<file path="src/rtl/mem_arb_if.sv">
// Bus bundle for the memory arbiter: fetch port, LSU port, memory port and busy flag.
// The arbiter uses the slave view; the CPU/memory side uses the master view.
interface mem_arb_if #(
  parameter int XLEN = 32
);
  logic            if_req_i;
  logic [XLEN-1:0] if_adr_i;
  logic            if_gnt_o;
  logic            if_rvalid_o;
  logic [XLEN-1:0] if_rdata_o;

  logic            lsu_req_i;
  logic [XLEN-1:0] lsu_adr_i;
  logic            lsu_we_i;
  logic [XLEN-1:0] lsu_wdata_i;
  logic [2:0]      lsu_size_i;
  logic            lsu_gnt_o;
  logic            lsu_rvalid_o;
  logic [XLEN-1:0] lsu_rdata_o;

  logic            mem_req_o;
  logic [XLEN-1:0] mem_adr_o;
  logic            mem_we_o;
  logic [XLEN-1:0] mem_wdata_o;
  logic [2:0]      mem_size_o;
  logic            mem_gnt_i;
  logic            mem_rvalid_i;
  logic [XLEN-1:0] mem_rdata_i;

  logic            busy_o;

  modport slave (
    input  if_req_i, if_adr_i,
    output if_gnt_o, if_rvalid_o, if_rdata_o,
    input  lsu_req_i, lsu_adr_i, lsu_we_i, lsu_wdata_i, lsu_size_i,
    output lsu_gnt_o, lsu_rvalid_o, lsu_rdata_o,
    output mem_req_o, mem_adr_o, mem_we_o, mem_wdata_o, mem_size_o,
    input  mem_gnt_i, mem_rvalid_i, mem_rdata_i,
    output busy_o
  );

  modport master (
    output if_req_i, if_adr_i,
    input  if_gnt_o, if_rvalid_o, if_rdata_o,
    output lsu_req_i, lsu_adr_i, lsu_we_i, lsu_wdata_i, lsu_size_i,
    input  lsu_gnt_o, lsu_rvalid_o, lsu_rdata_o,
    input  mem_req_o, mem_adr_o, mem_we_o, mem_wdata_o, mem_size_o,
    output mem_gnt_i, mem_rvalid_i, mem_rdata_i,
    input  busy_o
  );
endinterface

</file>
<file path="src/rtl/mem_arb.sv">
// Fetch/LSU arbiter in front of a single-port memory: one transaction in flight,
// LSU priority with a bounded starvation window for fetch.
module mem_arb #(
  parameter int XLEN       = 32,
  parameter int STARVE_MAX = 4
) (
  input logic      clk,
  input logic      reset_n,
  mem_arb_if.slave bus
);

  typedef enum logic [1:0] {IDLE, REQ, RSP} state_t;

  localparam logic [3:0] STARVE_LIM = 4'(STARVE_MAX);
  localparam logic       OWN_IF     = 1'b0;
  localparam logic       OWN_LSU    = 1'b1;

  state_t          state_reg, state_next;
  logic            owner_reg, owner_next;
  logic [3:0]      starve_reg, starve_next;
  logic [XLEN-1:0] adr_reg, adr_next;
  logic            we_reg, we_next;
  logic [XLEN-1:0] wdata_reg, wdata_next;
  logic [2:0]      size_reg, size_next;

  logic grant_lsu;
  logic grant_if;

  // Fetch overrides LSU priority only once its wait has hit the limit.
  assign grant_lsu = bus.lsu_req_i && !(bus.if_req_i && (starve_reg == STARVE_LIM));
  assign grant_if  = bus.if_req_i && !grant_lsu;

  always_ff @(posedge clk or negedge reset_n) begin
    if (!reset_n) begin
      state_reg  <= IDLE;
      owner_reg  <= OWN_IF;
      starve_reg <= 4'd0;
      adr_reg    <= '0;
      we_reg     <= 1'b0;
      wdata_reg  <= '0;
      size_reg   <= 3'd0;
    end else begin
      state_reg  <= state_next;
      owner_reg  <= owner_next;
      starve_reg <= starve_next;
      adr_reg    <= adr_next;
      we_reg     <= we_next;
      wdata_reg  <= wdata_next;
      size_reg   <= size_next;
    end
  end

  always_comb begin
    state_next       = state_reg;
    owner_next       = owner_reg;
    starve_next      = starve_reg;
    adr_next         = adr_reg;
    we_next          = we_reg;
    wdata_next       = wdata_reg;
    size_next        = size_reg;
    bus.if_gnt_o     = 1'b0;
    bus.if_rvalid_o  = 1'b0;
    bus.if_rdata_o   = '0;
    bus.lsu_gnt_o    = 1'b0;
    bus.lsu_rvalid_o = 1'b0;
    bus.lsu_rdata_o  = '0;
    bus.mem_req_o    = 1'b0;

    unique case (state_reg)
      IDLE: begin
        if (grant_lsu) begin
          bus.lsu_gnt_o = 1'b1;
          owner_next    = OWN_LSU;
          adr_next      = bus.lsu_adr_i;
          we_next       = bus.lsu_we_i;
          wdata_next    = bus.lsu_wdata_i;
          size_next     = bus.lsu_size_i;
          if (!bus.if_req_i)
            starve_next = 4'd0;
          else if (starve_reg != STARVE_LIM)
            starve_next = starve_reg + 4'd1;
          state_next    = REQ;
        end else if (grant_if) begin
          bus.if_gnt_o = 1'b1;
          owner_next   = OWN_IF;
          adr_next     = bus.if_adr_i;
          we_next      = 1'b0;
          wdata_next   = '0;
          size_next    = 3'b010;
          starve_next  = 4'd0;
          state_next   = REQ;
        end
      end
      REQ: begin
        bus.mem_req_o = 1'b1;
        if (bus.mem_gnt_i)
          state_next = RSP;
      end
      RSP: begin
        if (bus.mem_rvalid_i) begin
          if (owner_reg == OWN_LSU) begin
            bus.lsu_rvalid_o = 1'b1;
            bus.lsu_rdata_o  = we_reg ? '0 : bus.mem_rdata_i;
          end else begin
            bus.if_rvalid_o = 1'b1;
            bus.if_rdata_o  = bus.mem_rdata_i;
          end
          state_next = IDLE;
        end
      end
      default: state_next = IDLE;
    endcase
  end

  assign bus.mem_adr_o   = adr_reg;
  assign bus.mem_we_o    = we_reg;
  assign bus.mem_wdata_o = wdata_reg;
  assign bus.mem_size_o  = size_reg;
  assign bus.busy_o      = (state_reg != IDLE);

endmodule

</file>
<file path="src/flat_wrapper.sv">
// flat-port wrapper written by rule: the top's interface ports become plain ports
module mem_arb_flat 
#(
  parameter int XLEN       = 32,
  parameter int STARVE_MAX = 4
)
  (clk, reset_n, bus_if_req_i, bus_if_adr_i, bus_if_gnt_o, bus_if_rvalid_o, bus_if_rdata_o, bus_lsu_req_i, bus_lsu_adr_i, bus_lsu_we_i, bus_lsu_wdata_i, bus_lsu_size_i, bus_lsu_gnt_o, bus_lsu_rvalid_o, bus_lsu_rdata_o, bus_mem_req_o, bus_mem_adr_o, bus_mem_we_o, bus_mem_wdata_o, bus_mem_size_o, bus_mem_gnt_i, bus_mem_rvalid_i, bus_mem_rdata_i, bus_busy_o);
  mem_arb_if #(.XLEN(XLEN)) bus_i ();
  input logic clk;
  input logic reset_n;
  input wire logic [$bits(bus_i.if_req_i)-1:0] bus_if_req_i;
  input wire logic [$bits(bus_i.if_adr_i)-1:0] bus_if_adr_i;
  output wire logic [$bits(bus_i.if_gnt_o)-1:0] bus_if_gnt_o;
  output wire logic [$bits(bus_i.if_rvalid_o)-1:0] bus_if_rvalid_o;
  output wire logic [$bits(bus_i.if_rdata_o)-1:0] bus_if_rdata_o;
  input wire logic [$bits(bus_i.lsu_req_i)-1:0] bus_lsu_req_i;
  input wire logic [$bits(bus_i.lsu_adr_i)-1:0] bus_lsu_adr_i;
  input wire logic [$bits(bus_i.lsu_we_i)-1:0] bus_lsu_we_i;
  input wire logic [$bits(bus_i.lsu_wdata_i)-1:0] bus_lsu_wdata_i;
  input wire logic [$bits(bus_i.lsu_size_i)-1:0] bus_lsu_size_i;
  output wire logic [$bits(bus_i.lsu_gnt_o)-1:0] bus_lsu_gnt_o;
  output wire logic [$bits(bus_i.lsu_rvalid_o)-1:0] bus_lsu_rvalid_o;
  output wire logic [$bits(bus_i.lsu_rdata_o)-1:0] bus_lsu_rdata_o;
  output wire logic [$bits(bus_i.mem_req_o)-1:0] bus_mem_req_o;
  output wire logic [$bits(bus_i.mem_adr_o)-1:0] bus_mem_adr_o;
  output wire logic [$bits(bus_i.mem_we_o)-1:0] bus_mem_we_o;
  output wire logic [$bits(bus_i.mem_wdata_o)-1:0] bus_mem_wdata_o;
  output wire logic [$bits(bus_i.mem_size_o)-1:0] bus_mem_size_o;
  input wire logic [$bits(bus_i.mem_gnt_i)-1:0] bus_mem_gnt_i;
  input wire logic [$bits(bus_i.mem_rvalid_i)-1:0] bus_mem_rvalid_i;
  input wire logic [$bits(bus_i.mem_rdata_i)-1:0] bus_mem_rdata_i;
  output wire logic [$bits(bus_i.busy_o)-1:0] bus_busy_o;
  assign bus_i.if_req_i = bus_if_req_i;
  assign bus_i.if_adr_i = bus_if_adr_i;
  assign bus_if_gnt_o = bus_i.if_gnt_o;
  assign bus_if_rvalid_o = bus_i.if_rvalid_o;
  assign bus_if_rdata_o = bus_i.if_rdata_o;
  assign bus_i.lsu_req_i = bus_lsu_req_i;
  assign bus_i.lsu_adr_i = bus_lsu_adr_i;
  assign bus_i.lsu_we_i = bus_lsu_we_i;
  assign bus_i.lsu_wdata_i = bus_lsu_wdata_i;
  assign bus_i.lsu_size_i = bus_lsu_size_i;
  assign bus_lsu_gnt_o = bus_i.lsu_gnt_o;
  assign bus_lsu_rvalid_o = bus_i.lsu_rvalid_o;
  assign bus_lsu_rdata_o = bus_i.lsu_rdata_o;
  assign bus_mem_req_o = bus_i.mem_req_o;
  assign bus_mem_adr_o = bus_i.mem_adr_o;
  assign bus_mem_we_o = bus_i.mem_we_o;
  assign bus_mem_wdata_o = bus_i.mem_wdata_o;
  assign bus_mem_size_o = bus_i.mem_size_o;
  assign bus_i.mem_gnt_i = bus_mem_gnt_i;
  assign bus_i.mem_rvalid_i = bus_mem_rvalid_i;
  assign bus_i.mem_rdata_i = bus_mem_rdata_i;
  assign bus_busy_o = bus_i.busy_o;
  mem_arb #(.XLEN(XLEN), .STARVE_MAX(STARVE_MAX)) u_core (.clk(clk), .reset_n(reset_n), .bus(bus_i));
endmodule
</file>
<file path="config.mk">
export PLATFORM = sky130hd
export DESIGN_NAME = mem_arb_flat
export DESIGN_NICKNAME = d
export VERILOG_FILES = /design/src/rtl/mem_arb_if.sv /design/src/rtl/mem_arb.sv /design/src/flat_wrapper.sv
export SDC_FILE = /design/constraint.sdc
export NUM_CORES = 1
export LEC_CHECK = 0
export ABC_AREA = 1
export CAP_MARGIN = 0
export CORE_UTILIZATION = 30
export CTS_BUF_LIST = sky130_fd_sc_hd__clkbuf_16
export DETAILED_ROUTE_END_ITERATION = 12
export PLACE_DENSITY_LB_ADDON = 0.3
export SLEW_MARGIN = 20
export SYNTH_ARGS = -nofsm -noshare
export SYNTH_HDL_FRONTEND = slang
export SYNTH_SLANG_ARGS = --single-unit
</file>
<file path="constraint.sdc">
create_clock -name clk -period 2.2 [get_ports clk]
set_clock_uncertainty 0.1 [all_clocks]
set_input_delay 0.66 -clock clk [delete_from_list [all_inputs] [get_ports clk]]
set_output_delay 0.66 -clock clk [all_outputs]
set_load 0.01 [all_outputs]
</file>
==> results of run 1 <==
==> power groups by stage <==
stage	Sequential, mW	Combinational (mW)	Clock [mW]
2_1_floorplan	2.66	1.38	0
3_3_place_gp	2.35	3.73	0
3_5_place_dp	2.37	3.76	0
4_1_cts	2.37	3.92	1.60
5_1_grt	2.45	4.39	1.67
6_report	2.37	4.05	1.57
==> timing repair <==
action / 4_1_cts / 5_1_grt
resized for setup: 338 / 120
setup endpoints to repair: 119 / 97
cloned: 5 / 1
pin swaps: 11 / 7
buffers inserted: 14 / 3
==> worst max path at each step <==
stage                     slack, ns                  end                start  depth (start not counted)
after detailed placement      -0.84  bus_lsu_rdata_o[20]     bus_mem_rvalid_i                          7
after global placement        -0.82  bus_lsu_rdata_o[22]     bus_mem_rvalid_i                          7
after CTS                     -0.13  bus_lsu_rdata_o[11]  u_core.state_reg[0]                          8
after global routing          -0.27  bus_lsu_rdata_o[19]  u_core.state_reg[0]                          8
after floorplan                0.05  bus_lsu_rdata_o[10]     bus_mem_rvalid_i                          5
final                         -0.20  bus_lsu_rdata_o[19]  u_core.state_reg[0]                          8
==> worst max-delay path, stage by stage, from the launching register on <==
cell,delay [ns]
dfrtp_1,0.39
inv_2,0.10
nand2_4,0.06
nor2_4,0.12
nand2_4,0.10
buf_6,0.15
buf_16,0.15
nor2_2,0.10
buf_2,0.15
==> cells by family (layout without fill, tap and decap cells) <==
group                      Yosys count  after routing
xor gates and xnor gates             1              1
and+or+nand+nor                    358            358
DFF                                 75             75
adders and majority gates            2              2
buffers and inverters              138            445
other                                0              1
AOI/OAI and AO/OA                    9              9
==> layer usage <==
layer / vias to the layer above / share of wire / track usage
li1: 2317 / - / -
met1: 2071 / 0.38 / 0.226
met2: 189 / 0.54 / 0.386
met3: 20 / 0.063 / 0.0615
met4: 0 / 0.021 / 0.0521
met5: - / 0 / 0
==> layout by cell type (no fill, tap or decap), drive strengths merged <==
| cell | n |
|---|---|
| nand3 | 67 |
| clkdlybuf4s15 | 1 |
| clkinv | 3 |
| o21ai | 6 |
| clkinvlp | 2 |
| o21bai | 1 |
| clkdlybuf4s50 | 201 |
| bufinv | 2 |
| nand4 | 2 |
| nand2 | 217 |
| inv | 108 |
| buf | 115 |
| xnor2 | 1 |
| clkbuf | 12 |
| nor2 | 71 |
| ha | 2 |
| nor3 | 1 |
| o31ai | 1 |
| diode | 1 |
| dfrtp | 75 |
| dlygate4sd2 | 1 |
| a31o | 1 |
==> cell type report <==
type                            instances  area, µm²
Fill cell                            1114       4960
Timing Repair Buffer                  321       3160
Multi-Input combinational cell        370       1940
Sequential cell                        75       1880
Inverter                              108        413
Clock buffer                            9        225
Tap cell                              172        215
Clock inverter                          7       91.3
Antenna cell                            1       2.50
==> impl_metrics.env, run 1 <==
export IMPL_outcome="finished, violations left"
export IMPL_violations="setup timing"
export IMPL_start_util=0.313
export IMPL_synth_simple_area_share=0.365
export IMPL_combPwrFrac=0.507
export IMPL_htreeDepth=3
export IMPL_fin_tns_setup_ns=-7.18
export IMPL_slew_violations=0
export IMPL_synth_adder_area_share=0.00621
export IMPL_hold_class="in2async"
export IMPL_whs_ns=0.227
export IMPL_dp_hpwl_mm=9.84
export IMPL_muxShareOfSynthArea=0
export IMPL_pre_cts_ws_ns=-0.841
export IMPL_synth_top_family_by_area="simple AND/OR/NAND/NOR gates"
export IMPL_critPathArrivalTime_ns=1.64
export IMPL_postPlaceCellArea_mm2=0.00705
export IMPL_ys_flop_type="dfrtp_1"
export IMPL_yosys_area_top_type="dfrtp_1"
export IMPL_synth_area_top_cells="dfrtp_1 47%, nand2_1 20%, inv_1 9.9%"
export IMPL_port_buffers=275
export IMPL_fin_util=0.615
export IMPL_dp_cells=1026
export IMPL_fp_dieArea_mm2=0.0139
export IMPL_via_per_inst=4.32
export IMPL_synth_avg_cell_area_um2=6.91
export IMPL_seqPwrFrac=0.297
export IMPL_layout_cells_non_filler=1063
export IMPL_clock_sinks=75
export IMPL_setup_slack_ns=-0.196
export IMPL_area_delta_synth_final_pct=96.4
export IMPL_synth_edf_count=0
export IMPL_die_h_um=118
export IMPL_drcViolationCount=0
export IMPL_drt_wl_total_mm=14.8
export IMPL_ff2ff_path_depth=7
export IMPL_synth_nets=723
export IMPL_synth_top_cell_area_share=0.466
export IMPL_overflow=0
export IMPL_clkTransAtPathRegs_ns=0.06
export IMPL_power_density_mw_per_mm2=1010
export IMPL_hold_buffers=0
export IMPL_grt_pass1_wl_mm=22.8
export IMPL_worstPathRequired_ns=1.44
export IMPL_clk_latency_ns=0.32
export IMPL_hold_violations=0
export IMPL_die_w_um=118
export IMPL_grt_pass1_vias=4279
export IMPL_regToRegStartpoint="u_core.state_reg[1]"
export IMPL_relSlewSlack=0.719
export IMPL_grt_max_degree=76
export IMPL_drt_initial_drc_count=132
export IMPL_synth_most_common_cell="nand2_1"
export IMPL_fin_area_mm2=0.00792
export IMPL_synth_compound_area_frac=0.0161
export IMPL_power_leakage_nw=4.10
export IMPL_ir_worst_vdd_uv=567
export IMPL_fin_nets=1025
export IMPL_pin_count=276
export IMPL_power_switching_mw=2.88
export IMPL_rsz0062_at_grt="true"
export IMPL_postSynthCellCount=583
export IMPL_max_freq_mhz=417
export IMPL_crit_fanout=8
export IMPL_drv_cap=0
export IMPL_grt_use_total=0.207
export IMPL_ant_nets=0
export IMPL_p_total_mw=7.99
export IMPL_r2r_end="u_core.owner_reg"
export IMPL_critPathKind="reg2out"
export IMPL_gp_congestion=0.852
export IMPL_yosys_register_bits=75
export IMPL_power_share_clock=0.196
export IMPL_critPathCaptureType="output port"
export IMPL_syn_area_mm2=0.00403
export IMPL_synth_xor_area_share=0.00217
export IMPL_synth_seq_area_share=0.466
export IMPL_period_minus_slack_ns=2.40
export IMPL_yosys_warnings=0
export IMPL_antenna_found_initial=1
export IMPL_startpoint_type="register"
export IMPL_timing_final_crit_share=1.09
export IMPL_drive_gt1_frac=0.240
export IMPL_root_buffer="clkbuf_16"
export IMPL_finalSetupViolCount=65
export IMPL_rrSetupSlack_ns=0.29
export IMPL_synth_async_reset_ratio=1.00
export IMPL_wl_per_cell_um=14.0
export IMPL_first_pass_iters=4
export IMPL_switching_share=0.361
export IMPL_cts_tree="built"
export IMPL_cts_buffers=9
export IMPL_ys_types=23
export IMPL_clock_path_buffers=2
export IMPL_num_vias=4597
export IMPL_core_area_mm2=0.0129
export IMPL_synth_common_cells="215 x nand2_1, 106 x inv_1, 75 x dfrtp_1"
export IMPL_num_rows=41
export IMPL_max_slew_worst_pin_slew_ns=0.422
export IMPL_cellInternalPower_mw=5.10
(Power assumes the default switching activity.)
==> inputs of run 2 (changes only) <==
--- a/config.mk
+++ b/config.mk
@@ -10,6 +10,7 @@
 export CORE_UTILIZATION = 30
 export CTS_BUF_LIST = sky130_fd_sc_hd__clkbuf_16
 export DETAILED_ROUTE_END_ITERATION = 12
+export DONT_BUFFER_PORTS = 1
 export PLACE_DENSITY_LB_ADDON = 0.3
 export SLEW_MARGIN = 20
 export SYNTH_ARGS = -nofsm -noshare
==> run 2 against run 1 <==
The run ends with hold timing, setup timing left; register-to-register slack gained 0.15 ns; core utilization shrank 21 points; clock-buffer cell count unchanged.
==> impl_metrics.env, run 2 (synthesis gave the netlist of run 1 again) <==
export IMPL_outcome="finished, violations left"
export IMPL_violations="hold timing, setup timing"
export IMPL_period_minus_slack_ns=2.21
export IMPL_setup_slack_ns=-0.0109
export IMPL_cellInternalPower_mw=3.86
export IMPL_drive_gt1_frac=0.210
export IMPL_critPathArrivalTime_ns=1.45
export IMPL_port_buffers=0
export IMPL_num_vias=3779
export IMPL_dp_cells=799
export IMPL_via_per_inst=4.56
export IMPL_worstPathRequired_ns=1.44
export IMPL_die_h_um=118
export IMPL_ir_worst_vdd_uv=406
export IMPL_layout_common_cells="212 x nand2_1, 100 x inv_1, 80 x buf_4"
export IMPL_power_share_clock=0.268
export IMPL_drcViolationCount=0
export IMPL_fin_nets=791
export IMPL_die_w_um=118
export IMPL_layout_commonest_cell="nand2_1"
export IMPL_root_buffer="clkbuf_16"
export IMPL_timing_final_crit_share=1.00
export IMPL_p_total_mw=6.40
export IMPL_startpoint_type="register"
export IMPL_fp_dieArea_mm2=0.0139
export IMPL_htreeDepth=3
export IMPL_multi_input_area_mm2=0.00166
export IMPL_relSlewSlack=0.622
export IMPL_grt_pass1_vias=3695
export IMPL_ant_nets=0
export IMPL_switching_share=0.398
export IMPL_clock_path_buffers=2
export IMPL_area_delta_synth_final_pct=29.5
export IMPL_crit_fanout=8
export IMPL_hold_class="in2async"
export IMPL_regToRegStartpoint="u_core.starve_reg[0]"
export IMPL_regArea_mm2=0.00188
export IMPL_whs_ns=-0.0742
export IMPL_first_pass_iters=4
export IMPL_max_slew_worst_pin_slew_ns=0.567
export IMPL_start_util=0.313
export IMPL_critPathCaptureType="output port"
export IMPL_drt_initial_drc_count=134
export IMPL_power_leakage_nw=3.12
export IMPL_num_rows=41
export IMPL_drt_wl_total_mm=12.4
export IMPL_critPathLaunch="u_core.state_reg[0]"
export IMPL_clock_sinks=75
export IMPL_power_switching_mw=2.55
export IMPL_gp_congestion=0.934
export IMPL_fill_cells=1352
export IMPL_drv_cap=0
export IMPL_seqPwrFrac=0.440
export IMPL_layout_cells_non_filler=829
export IMPL_cts_buffers=9
export IMPL_hold_violations=75
export IMPL_dp_hpwl_mm=9.10
export IMPL_max_freq_mhz=452
export IMPL_rsz0062_at_grt="true"
export IMPL_overflow=0
export IMPL_clkTransAtPathRegs_ns=0.06
export IMPL_grt_pass1_wl_mm=19.4
export IMPL_grt_use_total=0.177
export IMPL_wl_per_cell_um=15.0
export IMPL_slew_violations=0
export IMPL_core_area_mm2=0.0129
export IMPL_power_density_mw_per_mm2=1230
export IMPL_cts_tree="built"
export IMPL_critPathKind="reg2out"
export IMPL_finalSetupViolCount=4
export IMPL_clk_latency_ns=0.32
export IMPL_combPwrFrac=0.293
export IMPL_antenna_found_initial=1
export IMPL_grt_max_degree=76
export IMPL_pin_count=276
-- run 2: power groups by stage --
stage          sequential (mW)  combinational, mW  clock [mW]
2_1_floorplan             2.66               1.38           0
3_3_place_gp              2.84               1.64           0
3_5_place_dp              2.84               1.72           0
4_1_cts                   2.82               1.81        1.76
5_1_grt                   2.88               2.16        1.83
6_report                  2.82               1.87        1.71
-- run 2: per-stage QoR --
step | area [µm²] | utilization | setup TNS [ns] | setup slack (ns)
CTS | 5090 | 0.395 | -0.0975 | -0.0883
floorplan | 4030 | - | 0 | 0.0451
finish | 5220 | 0.406 | -0.0285 | -0.0109
detailed placement | 4650 | 0.361 | 0 | 0.0671
global placement | 4650 | 0.361 | 0 | 0.108
global route | 5220 | 0.406 | -3.59 | -0.114
-- run 2: repair_timing --
item / CTS / global route
buffers inserted: 7 / 4
resized for setup: 15 / 21
pin swaps: 4 / 3
endpoints found under the setup margin: 61 / 61
cloned: 0 / 2
hold endpoints to repair: 75 / 75
-- run 2: worst max-delay path, cell delays in order, from the launching register on --
cell and delay (ns):
dfrtp_1 0.39, inv_2 0.09, nand2_4 0.06, nor2_4 0.11, nand2_4 0.09, clkbuf_16 0.18, nor2_1 0.09, buf_4 0.12
-- run 2: path summary, 6_finish.rpt --
path,endpoint,slack (ns),cells after the start
max,bus_lsu_rdata_o[4],-0.01,7
min,u_core.bus.mem_adr_o[12],-0.07,0
max reg2reg,u_core.bus.mem_adr_o[0],0.44,11
min reg2reg,u_core.owner_reg,0.42,2
max in group asynchronous,u_core.state_reg[1],1.95,0
min in group clk,u_core.state_reg[0],0.33,1
-- run 2: layout make-up --
cell class                 count  area share
inverter                     108      0.0776
timing repair buffer          87       0.136
clock buffer                   9      0.0431
sequential                    75       0.360
tap                          172      0.0412
antenna                        1    0.000479
multi-input combinational    370       0.318
clock inverter                 7      0.0237
-- run 2: layer usage --
metal | GRT usage | vias to the layer above | wire (µm)
met1 | 0.193 | 1740 | 4820
met4 | 0.0737 | 0 | 350
met3 | 0.0489 | 19 | 797
li1 | - | 1843 | -
met2 | 0.319 | 177 | 6450
met5 | 0 | - | 0
==> inputs of run 3 (changes only) <==
--- a/config.mk
+++ b/config.mk
@@ -11,7 +11,9 @@
 export CTS_BUF_LIST = sky130_fd_sc_hd__clkbuf_16
 export DETAILED_ROUTE_END_ITERATION = 12
 export DONT_BUFFER_PORTS = 1
+export GPL_ROUTABILITY_DRIVEN = 0
 export PLACE_DENSITY_LB_ADDON = 0.3
+export SKIP_CTS_REPAIR_TIMING = 1
 export SLEW_MARGIN = 20
 export SYNTH_ARGS = -nofsm -noshare
 export SYNTH_HDL_FRONTEND = slang
==> run 3 against run 2 <==
Power increased by 0.44%; critical endpoint is now bus_if_gnt_o; global-route usage decreased by 0.20 points; critical path type unchanged; the run still ends with hold timing, setup timing left; register-to-register slack worse by 0.07 ns.
==> impl_metrics.env, run 3 (synthesis gave the netlist of run 1 again) <==
export IMPL_power_share_clock=0.267
export IMPL_hold_violations=75
export IMPL_cellInternalPower_mw=3.86
export IMPL_p_total_mw=6.43
export IMPL_seqPwrFrac=0.439
export IMPL_power_leakage_nw=3.12
export IMPL_timing_final_crit_share=1.07
export IMPL_fp_dieArea_mm2=0.0139
export IMPL_regArea_mm2=0.00188
export IMPL_outcome="finished, violations left"
export IMPL_drcViolationCount=0
export IMPL_postPlaceCellArea_mm2=0.00465
export IMPL_rrSetupSlack_ns=0.37
export IMPL_core_area_mm2=0.0129
export IMPL_critPathCapture="bus_if_gnt_o"
export IMPL_power_switching_mw=2.57
export IMPL_power_density_mw_per_mm2=1180
export IMPL_ant_nets=0
export IMPL_drt_initial_drc_count=143
export IMPL_cts_buffers=9
export IMPL_layout_commonest_cell="nand2_1"
export IMPL_die_h_um=118
export IMPL_htreeDepth=3
export IMPL_fin_area_mm2=0.00547
export IMPL_wl_per_cell_um=15.5
export IMPL_use_met3=0.0489
export IMPL_grt_use_total=0.175
export IMPL_critPathLaunch="u_core.starve_reg[1]"
export IMPL_overflow=0
export IMPL_grtUsageMet1=0.192
export IMPL_num_rows=41
export IMPL_clkTransAtPathRegs_ns=0.06
export IMPL_startpoint_type="register"
export IMPL_critPathKind="reg2out"
export IMPL_crit_fanout=3
export IMPL_clock_sinks=75
export IMPL_worstPathRequired_ns=1.44
export IMPL_first_pass_iters=6
export IMPL_regToRegStartpoint="u_core.starve_reg[1]"
export IMPL_use_met2=0.313
export IMPL_drive_gt1_frac=0.242
export IMPL_finalSetupViolCount=59
export IMPL_ir_worst_vdd_uv=402
export IMPL_violations="hold timing, setup timing"
export IMPL_hold_class="in2async"
export IMPL_clock_path_buffers=2
export IMPL_layout_cells_non_filler=828
export IMPL_dp_cells=799
export IMPL_antenna_found_initial=2
export IMPL_drt_wl_total_mm=12.9
export IMPL_whs_ns=-0.0741
export IMPL_area_delta_synth_final_pct=35.6
export IMPL_dp_hpwl_mm=9.10
export IMPL_cts_tree="built"
export IMPL_root_buffer="clkbuf_16"
export IMPL_grt_pass1_wl_mm=19.1
export IMPL_r2r_end="u_core.bus.mem_adr_o[0]"
export IMPL_via_per_inst=4.66
export IMPL_fin_nets=789
export IMPL_relSlewSlack=0.621
export IMPL_switching_share=0.400
export IMPL_grt_max_degree=76
export IMPL_rsz0062_at_grt="true"
export IMPL_drv_cap=0
export IMPL_max_slew_worst_pin_slew_ns=0.568
export IMPL_grt_busiest_layer="met2"
export IMPL_port_buffers=0
export IMPL_critPathCaptureType="output port"
export IMPL_fill_cells=1313
export IMPL_slew_violations=0
export IMPL_fin_util=0.424
export IMPL_grt_pass1_vias=3628
export IMPL_combPwrFrac=0.295
export IMPL_setup_slack_ns=-0.147
export IMPL_pin_count=276
export IMPL_critPathArrivalTime_ns=1.59
export IMPL_start_util=0.313
export IMPL_multi_input_area_mm2=0.00182
export IMPL_period_minus_slack_ns=2.35
export IMPL_clk_latency_ns=0.32
export IMPL_layout_common_cells="212 x nand2_1, 102 x inv_1, 74 x dfrtp_1"
export IMPL_num_vias=3860
export IMPL_ff2ff_path_depth=11
export IMPL_max_freq_mhz=426
export IMPL_die_w_um=118
[run 3: changes by cell type in the layout (fill, tap and decap cells not counted), sizes merged]
| cell | change |
|---|---|
| diode | +1 |
| buf | -3 |
| clkbuf | +1 |
[run 3: worst min-delay path by stage]
stage	endpoint	slack, ns	cells after the start
2_1_floorplan	u_core.bus.mem_adr_o[0]	0.26	0
3_3_place_gp	u_core.bus.mem_adr_o[12]	0.27	0
3_5_place_dp	u_core.bus.mem_adr_o[7]	0.27	0
4_1_cts	u_core.bus.mem_adr_o[12]	-0.09	0
5_1_grt	u_core.bus.mem_adr_o[12]	-0.1	0
6_report	u_core.bus.mem_adr_o[12]	-0.07	0
[run 3: metrics by stage]
stage          TNS [ns]  setup WS, ns
2_1_floorplan         0        0.0451
3_3_place_gp          0         0.108
3_5_place_dp          0        0.0671
4_1_cts           -6.09        -0.243
5_1_grt           -7.46        -0.261
6_report          -2.25        -0.147
[run 3: layer usage]
metal,share of wire,vias up
met4,0.038,0
met5,0,-
met3,0.059,27
met2,0.52,179
li1,-,1842
met1,0.38,1812
[run 3: power by group through the flow]
stage	clock, mW	sequential [mW]	combinational [mW]
after global routing	1.83	2.89	2.18
after detailed placement	0	2.84	1.72
after global placement	0	2.84	1.64
after CTS	1.76	2.83	1.71
after floorplan	0	2.66	1.38
final	1.71	2.82	1.90
[run 3: layout make-up]
class / instances / area share
multi-input combinational: 370 / 0.333
clock buffer: 9 / 0.0412
clock inverter: 7 / 0.0227
sequential: 75 / 0.344
antenna: 2 / 0.000916
tap: 172 / 0.0394
timing repair buffer: 85 / 0.145
inverter: 108 / 0.0742
[run 3: critical path, cell delays in order (launching register included)]
cell	delay [ns]
dfrtp_1	0.40
inv_1	0.11
ha_4	0.14
nand2_2	0.05
inv_2	0.07
nand2_4	0.05
nand2_4	0.08
inv_2	0.04
nor3_2	0.17
buf_4	0.15
